--- src/rtl/adc_pkg.sv ---
// Shared definitions for the SAR ADC controller and the ADC/DAC models.
// Holds the controller state encoding and the default resolution.
package adc_pkg;

   localparam int ADC_NBITS = 12;
   localparam int ADC_SAMPLE_CYCLES = 2;

   typedef enum logic [1:0] {
      IDLE    = 2'd0,
      SAMPLE  = 2'd1,
      CONVERT = 2'd2,
      VALID   = 2'd3
   } adc_state_t;

endpackage

--- src/rtl/sar_adc_ctrl.sv ---
// Successive-approximation ADC controller: sample/hold, binary search over
// DAC_CODE driven by CMP, and a valid/ready result port with overrun flag.
module sar_adc_ctrl
   import adc_pkg::*;
#(
   parameter int NBITS = ADC_NBITS,
   parameter int SAMPLE_CYCLES = ADC_SAMPLE_CYCLES
) (
   input  logic             CK,
   input  logic             RSTN,
   input  logic             START,
   input  logic             CMP,
   output logic             SH,
   output logic [NBITS-1:0] DAC_CODE,
   output logic             BUSY,
   output logic [NBITS-1:0] DOUT,
   output logic             DOUT_VALID,
   input  logic             DOUT_READY,
   output logic             OVR
);

   localparam int BW = (NBITS > 1) ? $clog2(NBITS) : 1;
   localparam logic [3:0] SLOAD = 4'(SAMPLE_CYCLES - 1);
   localparam logic [BW-1:0] BTOP = BW'(NBITS - 1);
   localparam logic [NBITS-1:0] ONE = NBITS'(1);
   localparam logic [NBITS-1:0] MSB = ONE << (NBITS - 1);

   adc_state_t state_q, state_d;
   logic [3:0] scnt_q, scnt_d;
   logic [BW-1:0] bidx_q, bidx_d;
   logic [NBITS-1:0] dac_q, dac_d;
   logic [NBITS-1:0] dout_q, dout_d;
   logic ovr_q, ovr_d;

   logic [NBITS-1:0] mask;
   logic [NBITS-1:0] trial;

   // Resolve the current bit and seed the next one; nothing below bit 0.
   assign mask = ONE << bidx_q;
   assign trial = (CMP ? dac_q : (dac_q & ~mask)) | (mask >> 1);

   always_ff @(posedge CK or negedge RSTN) begin
      if (!RSTN) begin
         state_q <= IDLE;
         scnt_q  <= '0;
         bidx_q  <= '0;
         dac_q   <= '0;
         dout_q  <= '0;
         ovr_q   <= 1'b0;
      end else begin
         state_q <= state_d;
         scnt_q  <= scnt_d;
         bidx_q  <= bidx_d;
         dac_q   <= dac_d;
         dout_q  <= dout_d;
         ovr_q   <= ovr_d;
      end
   end

   always_comb begin
      state_d = state_q;
      scnt_d  = scnt_q;
      bidx_d  = bidx_q;
      dac_d   = dac_q;
      dout_d  = dout_q;
      ovr_d   = 1'b0;
      unique case (state_q)
         IDLE: begin
            if (START) begin
               state_d = SAMPLE;
               scnt_d  = SLOAD;
            end
         end
         SAMPLE: begin
            ovr_d = START;
            if (scnt_q == 4'd0) begin
               state_d = CONVERT;
               dac_d   = MSB;
               bidx_d  = BTOP;
            end else begin
               scnt_d = scnt_q - 4'd1;
            end
         end
         CONVERT: begin
            ovr_d = START;
            dac_d = trial;
            if (bidx_q == '0) begin
               dout_d  = trial;
               state_d = VALID;
            end else begin
               bidx_d = bidx_q - BW'(1);
            end
         end
         VALID: begin
            if (DOUT_READY) begin
               if (START) begin
                  state_d = SAMPLE;
                  scnt_d  = SLOAD;
               end else begin
                  state_d = IDLE;
               end
            end else begin
               ovr_d = START;
            end
         end
         default: state_d = IDLE;
      endcase
   end

   assign SH         = (state_q == SAMPLE);
   assign BUSY       = (state_q == SAMPLE) || (state_q == CONVERT);
   assign DOUT_VALID = (state_q == VALID);
   assign DAC_CODE   = dac_q;
   assign DOUT       = dout_q;
   assign OVR        = ovr_q;

endmodule

--- config.mk ---
export PLATFORM = sky130hd
export DESIGN_NAME = sar_adc_ctrl
export DESIGN_NICKNAME = d
export VERILOG_FILES = /design/src/rtl/adc_pkg.sv /design/src/rtl/sar_adc_ctrl.sv
export SDC_FILE = /design/constraint.sdc
export NUM_CORES = 1
export LEC_CHECK = 0
export ABC_AREA = 0
export BUFFER_PORTS_ARGS = -buffer_cell sky130_fd_sc_hd__buf_2
export CORE_UTILIZATION = 50
export CTS_BUF_LIST = sky130_fd_sc_hd__clkbuf_8 sky130_fd_sc_hd__clkbuf_16
export DETAILED_ROUTE_END_ITERATION = 10
export PLACE_DENSITY = 0.8
export SLEW_MARGIN = 20
export SYNTH_ARGS = -nofsm -noshare
export SYNTH_HDL_FRONTEND = slang
export SYNTH_SLANG_ARGS = --single-unit
--- constraint.sdc ---
create_clock -name CK -period 2 [get_ports CK]
set_clock_uncertainty 0.1 [all_clocks]
set_input_delay 0.1 -clock CK [delete_from_list [all_inputs] [get_ports CK]]
set_output_delay 0.1 -clock CK [all_outputs]
set_load 0.02 [all_outputs]
# Yosys cells after proc, flatten, opt, wreduce, memory -nomap -nowiden

Index checks and enable logic that the tools add are counted.

Add/sub/neg operators: 2
Equal/unequal tests: 9
Shifts and indexed selects: 1
Mux-type cells: 18
Bitwise operators: 3
Reductions and logical operators: 12

Operators with widths:

| cell                                                               | count |
|---|---|
| 12-bit 2-to-1 mux                                                  | 2 |
| 12-bit case mux with 2 select lines                                | 1 |
| 4-bit 2-to-1 mux                                                   | 5 |
| 12-bit bitwise AND                                                 | 1 |
| 12-bit inverter                                                    | 1 |
| 12-bit by 11-bit OR with 12-bit output                             | 1 |
| 4-bit case mux with 3 select lines                                 | 1 |
| 1-bit by 4-bit << shifter with 12-bit output, first input constant | 1 |
| 4-bit zero test                                                    | 2 |
| 2-bit 2-to-1 mux                                                   | 4 |
| 2-bit != test, second input constant                               | 4 |
| 2-bit case mux with 4 select lines                                 | 1 |
| 4-bit case mux with 2 select lines                                 | 1 |
| 4-bit by 1-bit subtractor with 4-bit output, second input constant | 2 |
| 3-bit AND reduction                                                | 2 |
| 2-bit == test, second input constant                               | 2 |
| 2-bit by 1-bit != test with 1-bit output, second input constant    | 2 |
| 2-bit AND reduction                                                | 2 |
| 4-bit AND reduction                                                | 1 |
| 3-bit nonzero test                                                 | 1 |
| 2-bit by 1-bit == test with 1-bit output, second input constant    | 1 |
| 2-bit zero test                                                    | 1 |
| 1-bit 2-to-1 mux                                                   | 2 |
| 1-bit case mux with 2 select lines                                 | 1 |
| other kinds (3)                                                    | 3 |

Register bits: 35
Output and inout bits: 28
Logic and storage cells: 51

# Logic depth before layout (Yosys ltp)

Depth in word-level cells: 6
Depth in mapped cells: 8
Gate-level depth less buffers: 6

# Worst setup path after synthesis

OpenSTA, ideal clock, no wires.

Path type: register to register
Start point: register state_q[1]
End point: register state_q[1]
Setup time: 0.125 ns
Data arrival time: 1.811 ns
Data required time: 1.775 ns
Slack: -0.036 ns
Stages on the path, launching flop included: 7
Buffers on the path: 0
Clock period less this slack: 2.036 ns
Cell sequence: dfrtp_1 > inv_1 > ha_1 > inv_1 > nor2_2 > or4_4 > mux2_4

Longest elaborated chain between the ends: 3
Elaborated cells between the ends (all ways): 10

RTL lines:

| what                                                      | line               | source |
|---|---|---|
| start: declaration                                        | sar_adc_ctrl.sv:28 | `adc_state_t state_q, state_d;` |
| start signal: assignment                                  | sar_adc_ctrl.sv:51 | `state_q <= state_d;` |
| 2-bit by 1-bit == test with 1-bit output (*)              | -                  |  |
| net SH                                                    | sar_adc_ctrl.sv:13 | `output logic SH,` |
| 2-bit by 1-bit != test with 1-bit output (no source line) | -                  |  |
| 4-bit AND reduction (no source line)                      | -                  |  |

The timed path passes the listed nets; every way through them passes the cells marked *.
A chain may end at the register's enable or synchronous reset.

# Worst setup path in the final report

Start point: register state_q[1]
End point: register state_q[1]

Longest elaborated chain between the ends: 3
Elaborated cells between the ends (all ways): 10

RTL lines:

| what                                                                                       | line               | source |
|---|---|---|
| 2-bit == test (tied with other cells)                                                      | sar_adc_ctrl.sv:67 | `unique case (state_q)` |
| 2-bit != test (no source line) or 2-bit by 1-bit != test with 1-bit output (tied branches) | -                  |  |
| 4-bit AND reduction (no source line)                                                       | -                  |  |

Several ways; a longest one is shown, not always the timed one.

==> results.cfg <==
[layout]
number_of_nets_in_the_finished_design = 263
flow.area_growth_from_synthesis_pct = 24.3
layoutNonFillerInstCount = 295
post-route-cell-area_mm2 = 0.00236
antenna_cells = 0
layout.core_utilization_pct = 64.5
fraction_of_layout_instances_using_a_drive_strength_above_1_pct = 30.0

[cts]
clock_tree.root_cell = sky130_fd_sc_hd__clkbuf_8
cts_buf_count = 5
cts_tree = yes
numClockSinks = 35
cts.htree.levels = 2
clock_tree.buffer_depth = 2
clk_latency_ns = 0.29
clk_transition_reported_paths_ns = 0.07

[die]
core_area_mm2 = 0.00366
die_w_um = 63.6
placement_rows = 22
initial_utilization_pct = 51.8
die_y_um = 63.6
boundaryPins = 33
floorplan.die_area_mm2 = 0.00405

[logic_synthesis]
synthesized_instance_count = 196
syn-num-nets = 213
syn-cell-area_mm2 = 0.00190
synth_top_cell_area_share_pct = 46.1
synth_largest_area_cell = sky130_fd_sc_hd__dfrtp_1
synth.most_common_cell = sky130_fd_sc_hd__dfrtp_1
async_reset_ff_share_pct = 100
yosysWarningCount = 0
synth_top_cells_by_count = sky130_fd_sc_hd__dfrtp_1 (35), sky130_fd_sc_hd__nor2_1 (25), sky130_fd_sc_hd__nand2_1 (18)
synth-edff-count = 0
synth_ff_type = sky130_fd_sc_hd__dfrtp_1
syn_area_per_cell_um2 = 9.68
ys_seq_elements = 35
ys_types = 38
synth.area.top_cells = sky130_fd_sc_hd__dfrtp_1 (46%), sky130_fd_sc_hd__ha_1 (7.9%), sky130_fd_sc_hd__nor2_1 (4.9%), sky130_fd_sc_hd__a32o_1 (4.7%), sky130_fd_sc_hd__a21o_1 (3.6%)
ys_seq_area_share_pct = 46.1

[worst_setup_path]
setup.worst_path.class = register to register
critical_path_required_ns = 2.07
setup.reg_to_reg.worst_slack_ns = 0.06
critical-path-top-delay-family = simple AND/OR/NAND/NOR gates
timing.critical_path.slowest_stage_cell = sky130_fd_sc_hd__or4_4
cp.arrival_ns = 2.01
critical_path.startpoint_type = register
worst_path_largest_cell_delay_ns = 0.50
timing.critical_path.fanout_max = 6
timing.critical_path.to_type = register
timing.critical_path.mode_cell = sky130_fd_sc_hd__inv_1
crit_chain = inv_1 -> ha_2 -> inv_1 -> nor2_2 -> or4_4 -> mux2_4
crit_buf_inv = 2

[placed_design]
post_detailed_placement_cell_area_mm2 = 0.00220
finalWeightedCongestion = 0.856
place.detailed.instances = 283
port_buffers = 32
detailedPlacementHpwl_um = 3030
place_ws_ns = -0.0258

[route]
drt-pass1-iter-count = 6
route.detailed.drc = 0
routed_wl_um = 4430
vias_per_cell = 5.66
via_count = 1670
routed_wire_length_per_instance_um = 15.0
antenna_violating_nets_post_route = 0
drt-initial-drc-count = 84

[timing]
worst_pin_slew_ns = 0.791
count_of_final_max_slew_check_failures = 0
layout_worst_path_cycle_share_pct = 97.0
worst_slack_ns = 0.0609
achievable-frequency_mhz = 516
worst_slew_margin_rel_pct = 47.2
finalHoldViolCount = 0
final-setup-viol-count = 0
min_period_ns = 1.94

[global_route]
grt_max_degree = 36
grt_pass1_wl_um = 7180
grt_use_total_pct = 22.9
globalRouteOverflowTotal = 0
first_global_vias = 1535
antenna_found_initial = 0

[run_status]
result_of_the_run = finished, final reports clean

[worst_hold_path]
type_of_the_most_critical_hold_path = input pin to register

[power_and_ir_drop]
maximum_vdd_drop_v = 0.000735
power-per-cell-area_mw_per_mm2 = 1750
leakage_nw = 1.12

[job]
max-cap-violations = 0
cell usage in the layout (no fill, tap or decap), types with 2 or more instances in the layout:
cell type | synthesis | routed
sky130_fd_sc_hd__buf_2 | 4 | 32
sky130_fd_sc_hd__nand2_1 | 18 | 18
sky130_fd_sc_hd__a21o_1 | 9 | 9
sky130_fd_sc_hd__nor2_1 | 25 | 25
sky130_fd_sc_hd__nor3_1 | 5 | 4
sky130_fd_sc_hd__dfrtp_1 | 35 | 35
sky130_fd_sc_hd__o21ai_0 | 12 | 12
sky130_fd_sc_hd__ha_1 | 12 | 9
sky130_fd_sc_hd__inv_1 | 10 | 9
sky130_fd_sc_hd__mux2i_1 | 2 | 2
sky130_fd_sc_hd__a21oi_1 | 5 | 4
sky130_fd_sc_hd__inv_2 | 0 | 2
sky130_fd_sc_hd__buf_4 | 1 | 18
sky130_fd_sc_hd__a22o_1 | 3 | 3
sky130_fd_sc_hd__nor4_1 | 7 | 6
sky130_fd_sc_hd__or3_1 | 3 | 3
sky130_fd_sc_hd__a221oi_1 | 3 | 3
sky130_fd_sc_hd__a32o_1 | 9 | 9
sky130_fd_sc_hd__nor2b_1 | 8 | 8
sky130_fd_sc_hd__nand3_1 | 2 | 2
sky130_fd_sc_hd__clkbuf_8 | 0 | 5
sky130_fd_sc_hd__ha_2 | 0 | 2
routing by layer:
layer	global-route usage (%)	up-vias	wire length, um
li1	-	803	-
met1	32.8	824	2120
met2	35.0	37	2100
met3	4.35	6	150
met4	6.82	0	55
met5	0	-	0
final cells by class:
cell class / count / area [um2]
clock inverters: 3 / 16.3
multi-input cells: 141 / 977
repair buffers: 53 / 324
flip-flops and latches: 35 / 876
inverters: 10 / 37.5
fillers: 288 / 1300
clock buffers: 5 / 68.8
well taps: 48 / 60.1
power breakdown:
part	internal, mW	total, mW	switching, mW
combinational	1.02	2.42	1.40
sequential	1.00	1.23	0.224
clock	0.238	0.497	0.259
total	2.26	4.14	1.88
through the flow:
step | setup TNS (ns) | hold WS [ns] | power (mW)
6_report | 0 | 0.0131 | 4.14
5_1_grt | -0.00801 | 0.0243 | 4.43
4_1_cts | -0.00351 | 0.00434 | 4.03
3_5_place_dp | -0.0535 | 0.120 | 3.50
3_3_place_gp | 0 | 0.121 | 3.43
2_1_floorplan | 0 | -0.296 | 2.77
kinds of logic after synthesis:
group                    after synthesis  share of synthesized area (%)
multiplexers                           3                           1.85
flip-flops                            35                           46.1
buffers and inverters                 20                           4.42
AND/OR/NAND/NOR                       77                           20.6
AO/OA/AOI/OAI                         49                           19.1
adder cells (fa/ha/maj)               12                           7.91
timing repair:
| action | in CTS | in global routing |
|---|---|---|
| setup endpoints to repair | 4 | 26 |
| hold buffers | 1 | 0 |
| endpoints found under the hold margin | 35 | 0 |
| cloned | 0 | 1 |
| pin swaps | 0 | 1 |
| resized for setup | 1 | 10 |
| buffers inserted | 1 | 1 |
sequential cells by signal, indices dropped and copies added (netlist names):
signal and count:
scnt_q 4, state_q 2, OVR 1, DAC_CODE 12
DOUT 12, bidx_q 4
path summary, 6_finish.rpt:
path,from,end,cells past startpoint
worst max-delay path,state_q[1],state_q[1],6
worst min-delay path,START,OVR,2
worst max register to register,state_q[1],state_q[1],6
worst min register to register,DOUT[11],DOUT[11],2
max in group asynchronous,RSTN,scnt_q[1],2
min in group asynchronous,RSTN,DOUT[4],2
Power figures use the tool's default switching activity.
